==> config.mk <==
export PLATFORM = sky130hd
export DESIGN_NAME = eca_outbuf_reader_flat
export DESIGN_NICKNAME = d
export VERILOG_FILES = /design/src/rtl/eca_pkg.sv /design/src/rtl/eca_outbuf_reader_if.sv /design/src/rtl/eca_row_serializer.sv /design/src/rtl/eca_outbuf_reader.sv /design/src/flat_wrapper.sv
export SDC_FILE = /design/constraint.sdc
export NUM_CORES = 1
export LEC_CHECK = 0
export BUFFER_PORTS_ARGS = -buffer_cell sky130_fd_sc_hd__buf_2
export CAP_MARGIN = 5
export CORE_MARGIN = 8
export CORE_UTILIZATION = 50
export CTS_CLUSTER_SIZE = 8
export DETAILED_ROUTE_END_ITERATION = 8
export PLACE_DENSITY = 0.76
export SLEW_MARGIN = 0
export SYNTH_ARGS = -nofsm -noshare
export SYNTH_HDL_FRONTEND = slang
export SYNTH_SLANG_ARGS = --single-unit
==> constraint.sdc <==
create_clock -name clk -period 2.3 [get_ports clk]
set_input_delay 0.345 -clock clk [delete_from_list [all_inputs] [get_ports clk]]
set_output_delay 0.345 -clock clk [all_outputs]
set_load 0.02 [all_outputs]
==> src/rtl/eca_pkg.sv <==
// Shared types and helpers for the output-buffer read path.
// Latency: n/a (types and constants only).
// Backpressure: n/a.
package eca_pkg;

  // Default width of the user read bus.
  localparam int OUT_DATA_W_DEFAULT = 32;

  // Reader control states: idle, waiting for FIFO read data, sending beats.
  typedef enum logic [1:0] {
    IDLE = 2'd0,
    WAIT = 2'd1,
    SEND = 2'd2
  } rdr_state_t;

  // Number of user beats needed to carry one parity row.
  function automatic int beats_per_row(input int w, input int packet_length, input int out_data_w);
    return (w * packet_length) / out_data_w;
  endfunction

endpackage

==> src/rtl/eca_outbuf_reader_if.sv <==
// User read stream: one beat per valid/ready handshake, framed with stripe sop/last.
// Latency: n/a (wires only).
// Backpressure: master holds data/sop/last while out_valid=1 and out_ready=0.
interface eca_outbuf_reader_if #(
  parameter int OUT_DATA_W = eca_pkg::OUT_DATA_W_DEFAULT
);
  logic                  out_valid;
  logic                  out_ready;
  logic [OUT_DATA_W-1:0] out_data;
  logic                  out_sop;
  logic                  out_last;

  modport master (
    output out_valid,
    output out_data,
    output out_sop,
    output out_last,
    input  out_ready
  );

  modport slave (
    input  out_valid,
    input  out_data,
    input  out_sop,
    input  out_last,
    output out_ready
  );
endinterface

==> src/rtl/eca_row_serializer.sv <==
// Row shift register: loads one parity row and presents it LSB-first, one beat at a time.
// Latency: loaded word visible on out_data the cycle after load.
// Backpressure: contents and beat count only advance on shift, so a stalled beat is held.
module eca_row_serializer #(
  parameter int ROW_W      = 256,
  parameter int OUT_DATA_W = 32,
  parameter int BEATS      = 8
) (
  input  logic                  clk,
  input  logic                  rstn,
  input  logic                  load,
  input  logic [ROW_W-1:0]      load_data,
  input  logic                  shift,
  output logic [OUT_DATA_W-1:0] out_data,
  output logic                  first_beat,
  output logic                  last_beat
);
  localparam int BC_W = (BEATS > 1) ? $clog2(BEATS) : 1;

  logic [ROW_W-1:0] sreg_q;
  logic [BC_W-1:0]  beat_cnt_q;

  assign out_data   = sreg_q[OUT_DATA_W-1:0];
  assign first_beat = (beat_cnt_q == '0);
  assign last_beat  = (beat_cnt_q == BC_W'(BEATS - 1));

  // Capture a fresh row, or drop the accepted beat off the bottom and count it.
  always_ff @(posedge clk or negedge rstn) begin
    if (!rstn) begin
      sreg_q     <= '0;
      beat_cnt_q <= '0;
    end else if (load) begin
      sreg_q     <= load_data;
      beat_cnt_q <= '0;
    end else if (shift) begin
      sreg_q     <= sreg_q >> OUT_DATA_W;
      beat_cnt_q <= last_beat ? '0 : beat_cnt_q + 1'b1;
    end
  end
endmodule

==> src/rtl/eca_outbuf_reader.sv <==
// Output-buffer reader: pops parity rows from the FIFO and serializes them as stripe-framed beats.
// Latency: rd_req at t, read data at t+1, first beat at t+2; BEATS+2 cycles per row with no stall.
// Backpressure: out_ready low holds the current beat; no new FIFO read until the row is drained.
module eca_outbuf_reader
  import eca_pkg::*;
#(
  parameter int PACKET_LENGTH = 32,
  parameter int W             = 8,
  parameter int OUT_DATA_W    = OUT_DATA_W_DEFAULT,
  parameter int M_MAX         = 4
) (
  input  logic                         clk,
  input  logic                         rstn,
  input  logic                         en,
  input  logic [$clog2(M_MAX+1)-1:0]   m_val,
  input  logic                         fifo_empty,
  output logic                         fifo_rd_req,
  input  logic [W*PACKET_LENGTH-1:0]   fifo_rd_data,
  input  logic                         fifo_rd_data_val,
  eca_outbuf_reader_if.master          out_if,
  output logic                         stripe_done,
  output logic                         err_unexp_val
);
  localparam int ROW_W = W * PACKET_LENGTH;
  localparam int BEATS = beats_per_row(W, PACKET_LENGTH, OUT_DATA_W);
  localparam int MW    = $clog2(M_MAX + 1);

  if ((W * PACKET_LENGTH) % OUT_DATA_W != 0) begin : g_width_check
    $error("W*PACKET_LENGTH must be an integer multiple of OUT_DATA_W");
  end

  rdr_state_t state_q, state_d;
  logic [MW-1:0] row_cnt_q;
  logic [MW-1:0] m_lat_q;
  logic [MW-1:0] m_eff;
  logic          rd_go;
  logic          load;
  logic          sending;
  logic          accept;
  logic          first_beat;
  logic          last_beat;
  logic          last_row;
  logic          row_end;
  logic          stripe_done_q;
  logic          err_q;

  // A stripe of zero rows makes no sense; treat it as a single-row stripe.
  assign m_eff    = (m_val == '0) ? MW'(1) : m_val;

  assign sending  = (state_q == SEND);
  assign accept   = sending & out_if.out_ready;
  assign last_row = (row_cnt_q == m_lat_q - 1'b1);
  assign row_end  = accept & last_beat;

  // Gated by rstn so the request reads low for the whole reset interval.
  assign fifo_rd_req      = rd_go & rstn;

  assign out_if.out_valid = sending;
  assign out_if.out_sop   = sending & first_beat & (row_cnt_q == '0);
  assign out_if.out_last  = sending & last_beat & last_row;
  assign stripe_done      = stripe_done_q;
  assign err_unexp_val    = err_q;

  eca_row_serializer #(
    .ROW_W      (ROW_W),
    .OUT_DATA_W (OUT_DATA_W),
    .BEATS      (BEATS)
  ) u_ser (
    .clk        (clk),
    .rstn       (rstn),
    .load       (load),
    .load_data  (fifo_rd_data),
    .shift      (accept),
    .out_data   (out_if.out_data),
    .first_beat (first_beat),
    .last_beat  (last_beat)
  );

  // State register.
  always_ff @(posedge clk or negedge rstn) begin
    if (!rstn) state_q <= IDLE;
    else       state_q <= state_d;
  end

  // Next state: one read per row, wait for its data, then drain every beat before reading again.
  always_comb begin
    state_d = state_q;
    rd_go   = 1'b0;
    load    = 1'b0;
    unique case (state_q)
      IDLE: begin
        if (en && !fifo_empty) begin
          rd_go   = 1'b1;
          state_d = WAIT;
        end
      end
      WAIT: begin
        if (fifo_rd_data_val) begin
          load    = 1'b1;
          state_d = SEND;
        end
      end
      SEND: begin
        if (row_end) state_d = IDLE;
      end
      default: state_d = IDLE;
    endcase
  end

  // Stripe position: latch the row count at the first read of a stripe, advance at each row end.
  always_ff @(posedge clk or negedge rstn) begin
    if (!rstn) begin
      row_cnt_q <= '0;
      m_lat_q   <= MW'(1);
    end else begin
      if (rd_go && row_cnt_q == '0) m_lat_q <= m_eff;
      if (row_end) row_cnt_q <= last_row ? '0 : row_cnt_q + 1'b1;
    end
  end

  // Stripe completion pulse and sticky flag for read data nobody asked for.
  always_ff @(posedge clk or negedge rstn) begin
    if (!rstn) begin
      stripe_done_q <= 1'b0;
      err_q         <= 1'b0;
    end else begin
      stripe_done_q <= row_end & last_row;
      if (fifo_rd_data_val && state_q != WAIT) err_q <= 1'b1;
    end
  end
endmodule

==> src/flat_wrapper.sv <==
// flat-port wrapper written by rule: the top's interface ports become plain ports
module eca_outbuf_reader_flat import eca_pkg::*;
#(
  parameter int PACKET_LENGTH = 32,
  parameter int W             = 8,
  parameter int OUT_DATA_W    = OUT_DATA_W_DEFAULT,
  parameter int M_MAX         = 4
)
  (clk, rstn, en, m_val, fifo_empty, fifo_rd_req, fifo_rd_data, fifo_rd_data_val, stripe_done, err_unexp_val, out_if_out_valid, out_if_out_data, out_if_out_sop, out_if_out_last, out_if_out_ready);
  eca_outbuf_reader_if #(.OUT_DATA_W(OUT_DATA_W)) out_if_i ();
  input  logic clk;
  input  logic rstn;
  input  logic en;
  input  logic [$clog2(M_MAX+1)-1:0] m_val;
  input  logic fifo_empty;
  output logic fifo_rd_req;
  input  logic [W*PACKET_LENGTH-1:0] fifo_rd_data;
  input  logic fifo_rd_data_val;
  output logic stripe_done;
  output logic err_unexp_val;
  output wire logic [$bits(out_if_i.out_valid)-1:0] out_if_out_valid;
  output wire logic [$bits(out_if_i.out_data)-1:0] out_if_out_data;
  output wire logic [$bits(out_if_i.out_sop)-1:0] out_if_out_sop;
  output wire logic [$bits(out_if_i.out_last)-1:0] out_if_out_last;
  input wire logic [$bits(out_if_i.out_ready)-1:0] out_if_out_ready;
  assign out_if_out_valid = out_if_i.out_valid;
  assign out_if_out_data = out_if_i.out_data;
  assign out_if_out_sop = out_if_i.out_sop;
  assign out_if_out_last = out_if_i.out_last;
  assign out_if_i.out_ready = out_if_out_ready;
  eca_outbuf_reader #(.PACKET_LENGTH(PACKET_LENGTH), .W(W), .OUT_DATA_W(OUT_DATA_W), .M_MAX(M_MAX)) u_core (.clk(clk), .rstn(rstn), .en(en), .m_val(m_val), .fifo_empty(fifo_empty), .fifo_rd_req(fifo_rd_req), .fifo_rd_data(fifo_rd_data), .fifo_rd_data_val(fifo_rd_data_val), .out_if(out_if_i), .stripe_done(stripe_done), .err_unexp_val(err_unexp_val));
endmodule
==> impl_metrics.tcl, run 1 <==
set metrics [dict create \
    final_max_slew_viol_count 0 \
    synth-seq-area-share_pct 55.87 \
    core_um2 23960 \
    synth_most_common_cell "nand2_1" \
    routed_wl_mm 32.41 \
    clk_pin_slew_worst_paths_ns 0.05 \
    fp.dieW_um 171.3 \
    cts_root_buf "clkbuf_16" \
    critPathArrivalTime_ns 1.96 \
    grt_pass1_vias 10160 \
    cts_max_path_buffers 3 \
    fin_skew_ns 0.01993 \
    overflow 0 \
    fmax_mhz 433.2 \
    start_util_pct 50.29 \
    min_path_cells 2 \
    grt_start_max_net_pins 122 \
    place_hpwl_mm 22.56 \
    io_buffers 302 \
    wire_per_inst_um 16.47 \
    rows 57 \
    synth_nets 1671 \
    ant_nets 0 \
    min_from "fifo_rd_data[248]" \
    required_ns 1.96 \
    yosys.area.top_type "dfrtp_1" \
    synthTopCellsByCount "nand2_1 (458), dfrtp_1 (268), nor2_1 (231)" \
    synth_top_area_share_pct 55.65 \
    fp.dieH_um 171.3 \
    max_cap_violations 0 \
    drtPass1Iterations 6 \
    die_area_um2 29330 \
    synthFlopType "dfrtp_1" \
    slew_headroom_pct 54.07 \
    grt_pass1_wl_mm 51.43 \
    synthDistinctLibCells 32 \
    ys_seq_elements 269 \
    r2r-start "u_core.state_q[0]" \
    tightest_slew_ns 0.6889 \
    cp_cell_sequence "inv_2, ha_4, xor3_1, nor4_2, buf_4" \
    rsz0062_at_grt "yes" \
    violations "setup timing" \
    setup_tns_ns -0.008383 \
    reg2regPathDepth 5 \
    leakage_uw 0.007241 \
    cts-htree-levels 2 \
    synth-async-reset-ratio_pct 100.0 \
    drtIter0Drc 1137 \
    critPathKind "register to output pin" \
    postSynthAreaPerCell_um2 8.608 \
    synthTopCellsByArea "dfrtp_1 (56%), nand2_1 (14%), a31oi_1 (12%)" \
    nets 1905 \
    hold_end "u_core.u_ser.sreg_q[248]" \
    fin_ws_ns -0.008383 \
    clk_latency_ns 0.51 \
    place_congestion 0.8863 \
    area_growth_pct 22.36 \
    via_per_inst 5.370 \
    ys_warn_count 0 \
    period_minus_slack_ns 2.308 \
    critPathCaptureType "output pin" \
    synth_edf_count 0 \
    fin_crit_sh_pct 100.4 \
    grt_usage_pct 21.51 \
    timing.critical_path.slowest_stage_cell "dfstp_2" \
    path_max_fanout 2 \
    cts_buffers 39 \
    cts_tree "done" \
    top_level_ports 303 \
    critPathMaxStageDelay_ns 0.54 \
    hold_violations 0 \
    hold_path.class "input pin to register" \
    drive_gt1_share_pct 23.33 \
    power_uw 19390 \
    reg2reg_to "u_core.u_ser.sreg_q[214]" \
    drc 0 \
    cp-start-kind "register" \
    status "finished with violations" \
    netlist_instances 1400 \
    rrSetupSlack_ns 0.40 \
    antenna_found_initial 3 \
    syn-cell-area_um2 12050 \
    power_per_cell_area_nw_per_um2 1315 \
    via_count 10570 \
    pre_cts_ws_ns 0.2871 \
    setup_viol 1 \
    peakVddDrop_mv 0.6341 \
    cts_sinks 269 \
]
## cells by family after synthesis
kind of cell | after synthesis | synth area share [%]
DFF | 269 | 55.87
adders and majority gates | 6 | 0.6229
muxes | 4 | 0.3530
xor gates and xnor gates | 3 | 0.3426
AOI/OAI and AO/OA | 264 | 14.35
buffers and inverters | 148 | 6.011
and+or+nand+nor | 706 | 22.46
## through the flow
step           utilization [%]  cells  hold WS (ns)  instance area (um2)
3_3_place_gp             57.06   1915        0.2152                13670
5_1_grt                  61.54   1968       0.04828                14750
6_report                 61.54   1968       0.05755                14750
2_1_floorplan                -   1400       0.04941                12050
3_5_place_dp             57.06   1915        0.2216                13670
4_1_cts                  61.51   1966       0.04291                14740
## cell usage in the layout, fill, tap and decap left out, types with 2 or more instances in the layout
cell | synthesis | final
a21oi_1 | 4 | 4
a22o_1 | 32 | 32
a31oi_1 | 224 | 224
buf_12 | 0 | 13
buf_2 | 30 | 300
buf_4 | 35 | 19
clkbuf_1 | 59 | 9
clkbuf_16 | 0 | 39
dfrtp_1 | 268 | 268
diode_2 | 0 | 2
ha_1 | 6 | 5
inv_1 | 7 | 6
mux2_2 | 2 | 2
mux2i_1 | 2 | 2
nand2_1 | 458 | 458
nand2b_1 | 3 | 3
nand3b_1 | 3 | 3
nor2_1 | 231 | 230
## state kept, by name, summed over array words and instances (netlist names)
signal and count:
u_core.u_ser.sreg_q 256, u_core.m_lat_q 3, u_core.row_cnt_q 3, u_core.u_ser.beat_cnt_q 3, u_core.state_q 2, u_core.err_unexp_val 1, u_core.stripe_done 1
## critical path: cells and delay by family, from the launching register on
family	cells	cell delay [ns]
flops	1	0.54
simple gates	1	0.28
fa+ha+maj	1	0.15
xor+xnor	1	0.22
buf+inv	2	0.25
## where the power goes
group / switching [uW] / total [uW] / leakage (uW) / internal (uW)
clock: 1880 / 4900 / 0.000496 / 3020
combinational: 3420 / 6010 / 0.00348 / 2590
sequential: 1330 / 8480 / 0.00326 / 7150
total: 6630 / 19400 / 0.00724 / 12800
## per-layer routing
layer / global-route usage (%) / wire length (um)
met4: 5.104 / 451
met5: 0 / 13
met3: 5.623 / 2926
met1: 31.04 / 14500
met2: 32.09 / 14520
## repair_timing
action / CTS / global route
buffers inserted: 1 / 0
endpoints found under the setup margin: 1 / 1
endpoints found under the hold margin: 24 / 0
gates resized for setup: 5 / 1
pin swaps: 2 / 0
hold buffers: 1 / 0
## layout make-up
type,count,area (um2)
Antenna cell,2,5.005
Clock buffer,48,1010
Clock inverter,1,8.758
Fill cell,2093,9216
Inverter,7,26.28
Multi-Input combinational cell,983,4629
Sequential cell,269,6733
Tap cell,324,405.4
Timing Repair Buffer,334,1929
## how the worst max path moves through the flow
stage	start	endpoint	slack [ns]	cells past startpoint
finish	u_core.m_lat_q[0]	out_if_out_last	-0.008	5
global route	u_core.m_lat_q[0]	out_if_out_last	-0.05	5
CTS	u_core.m_lat_q[0]	out_if_out_last	0.02	5
detailed placement	u_core.m_lat_q[0]	out_if_out_last	0.29	5
global placement	u_core.m_lat_q[0]	out_if_out_last	0.36	5
floorplan	u_core.m_lat_q[0]	out_if_out_last	0.13	4
(Power assumes the default switching activity.)
==> run 2, diff against run 1 <==
- CORE_UTILIZATION: 50 -> 45
- PLACE_DENSITY: 0.76 -> 0.69
- SETUP_SLACK_MARGIN: default -> 0.1
==> impl_metrics.tcl, run 2 (synthesis results as in run 1) <==
set metrics [dict create \
    status "completed" \
    peakVddDrop_mv 0.6104 \
    whs_ns 0.06117 \
    ant_nets 0 \
    grt_pass1_wl_mm 54.52 \
    reg2regPathDepth 5 \
    slew_headroom_pct 55.49 \
    routed_wl_mm 33.13 \
    area_growth_pct 22.98 \
    cts_max_path_buffers 3 \
    period_minus_slack_ns 2.230 \
    io_buffers 302 \
    rrSetupSlack_ns 0.42 \
    cts_root_buf "clkbuf_16" \
    cts-htree-levels 2 \
    clk_pin_slew_worst_paths_ns 0.05 \
    cp-start-kind "register" \
    grt_use_met2_pct 29.79 \
    place_hpwl_mm 23.07 \
    wire_per_inst_um 16.73 \
    leakage_uw 0.007261 \
    rows 60 \
    clk_latency_ns 0.51 \
    r2r-start "u_core.state_q[0]" \
    critPathCaptureType "output pin" \
    min_path_cells 2 \
    met1_usage_pct 29.13 \
    power_per_cell_area_nw_per_um2 1319 \
    min_from "fifo_rd_data[253]" \
    antenna_found_initial 1 \
    overflow 0 \
    setup_tns_ns 0 \
    required_ns 1.96 \
    critPathArrivalTime_ns 1.88 \
    max_cap_violations 0 \
    fin_util_pct 55.61 \
    core_um2 26650 \
    pre_cts_ws_ns 0.3044 \
    drtPass1Iterations 5 \
    fin_skew_ns 0.01704 \
    drtIter0Drc 841 \
    grt_start_max_net_pins 113 \
    post_dp_cell_area_um2 13710 \
    via_count 10510 \
    nets 1908 \
    most-common-layout-cells "nand2_1 (458), buf_2 (300), dfrtp_1 (268)" \
    grt_pass1_vias 10530 \
    via_per_inst 5.305 \
    start_util_pct 45.22 \
    fin_ws_ns 0.07036 \
    grt.busiest_layer "met2" \
    drc 0 \
    fp.dieH_um 179.7 \
    cts_buffers 39 \
    hold_end "u_core.u_ser.sreg_q[253]" \
    fin_crit_sh_pct 96.94 \
    met3_usage_pct 5.262 \
    cts_tree "done" \
    drive_gt1_share_pct 23.67 \
    final_max_slew_viol_count 0 \
    grt_usage_pct 20.08 \
    setup_viol 0 \
    top_level_ports 303 \
    critPathKind "register to output pin" \
    hold_violations 0 \
    final_common_cell "nand2_1" \
    rsz0062_at_grt "yes" \
    place_congestion 0.7895 \
    path_max_fanout 2 \
    fp.dieW_um 179.7 \
    crit_start "u_core.m_lat_q[0]" \
    regMostFlops "u_core.u_ser.sreg_q" \
    tightest_slew_ns 0.6677 \
    largest_register_ffs 256 \
    reg2reg_to "u_core.u_ser.sreg_q[7]" \
    hold_path.class "input pin to register" \
    fmax_mhz 448.5 \
    postLayoutCellArea_um2 14820 \
    die_area_um2 32270 \
    cts_sinks 269 \
]
[run 2: through the flow]
stage | std cells | power (uW)
after floorplan | 1400 | 12960
after global placement | 1932 | 14340
after detailed placement | 1932 | 14570
after CTS | 1980 | 19730
after global routing | 1981 | 21010
final | 1981 | 19560
[run 2: routing by layer]
layer | share of wire [%] | wire length (um)
met1 | 48 | 15980
met2 | 43 | 14340
met3 | 6.9 | 2281
met4 | 1.6 | 529
met5 | 0 | 0
[run 2: where the power goes]
part | switching (uW) | internal (uW) | leakage, uW
combinational | 3410 | 2610 | 0.00349
clock | 1880 | 3140 | 0.000514
sequential | 1370 | 7150 | 0.00326
[run 2: how the worst max path moves through the flow]
stage	endpoint	slack (ns)	cells after the start
6_report	out_if_out_last	0.07	5
4_1_cts	out_if_out_last	0.06	5
5_1_grt	out_if_out_last	-0.01	5
3_5_place_dp	out_if_out_last	0.30	5
2_1_floorplan	out_if_out_last	0.13	4
3_3_place_gp	out_if_out_last	0.36	5
[run 2: cell type report]
| cell class | instances | area [um2] |
|---|---|---|
| Tap cell | 341 | 426.7 |
| Inverter | 7 | 26.28 |
| Timing Repair Buffer | 337 | 1964 |
| Antenna cell | 1 | 2.502 |
| Fill cell | 2454 | 11830 |
| Clock buffer | 43 | 1044 |
| Multi-Input combinational cell | 983 | 4624 |
| Sequential cell | 269 | 6733 |
[run 2: repair_timing]
item,4_1_cts,5_1_grt
endpoints found under the hold margin,32,0
resized for setup,6,1
buffers inserted,4,0
pin swaps,3,0
hold buffers,1,0
setup endpoints to repair,1,2
[run 2: worst max-delay path, stage by stage, from the launching register on]
cell and delay [ns]:
dfstp_2 0.53, inv_2 0.05, ha_4 0.15, xor3_1 0.21, nor4_2 0.24, buf_4 0.19
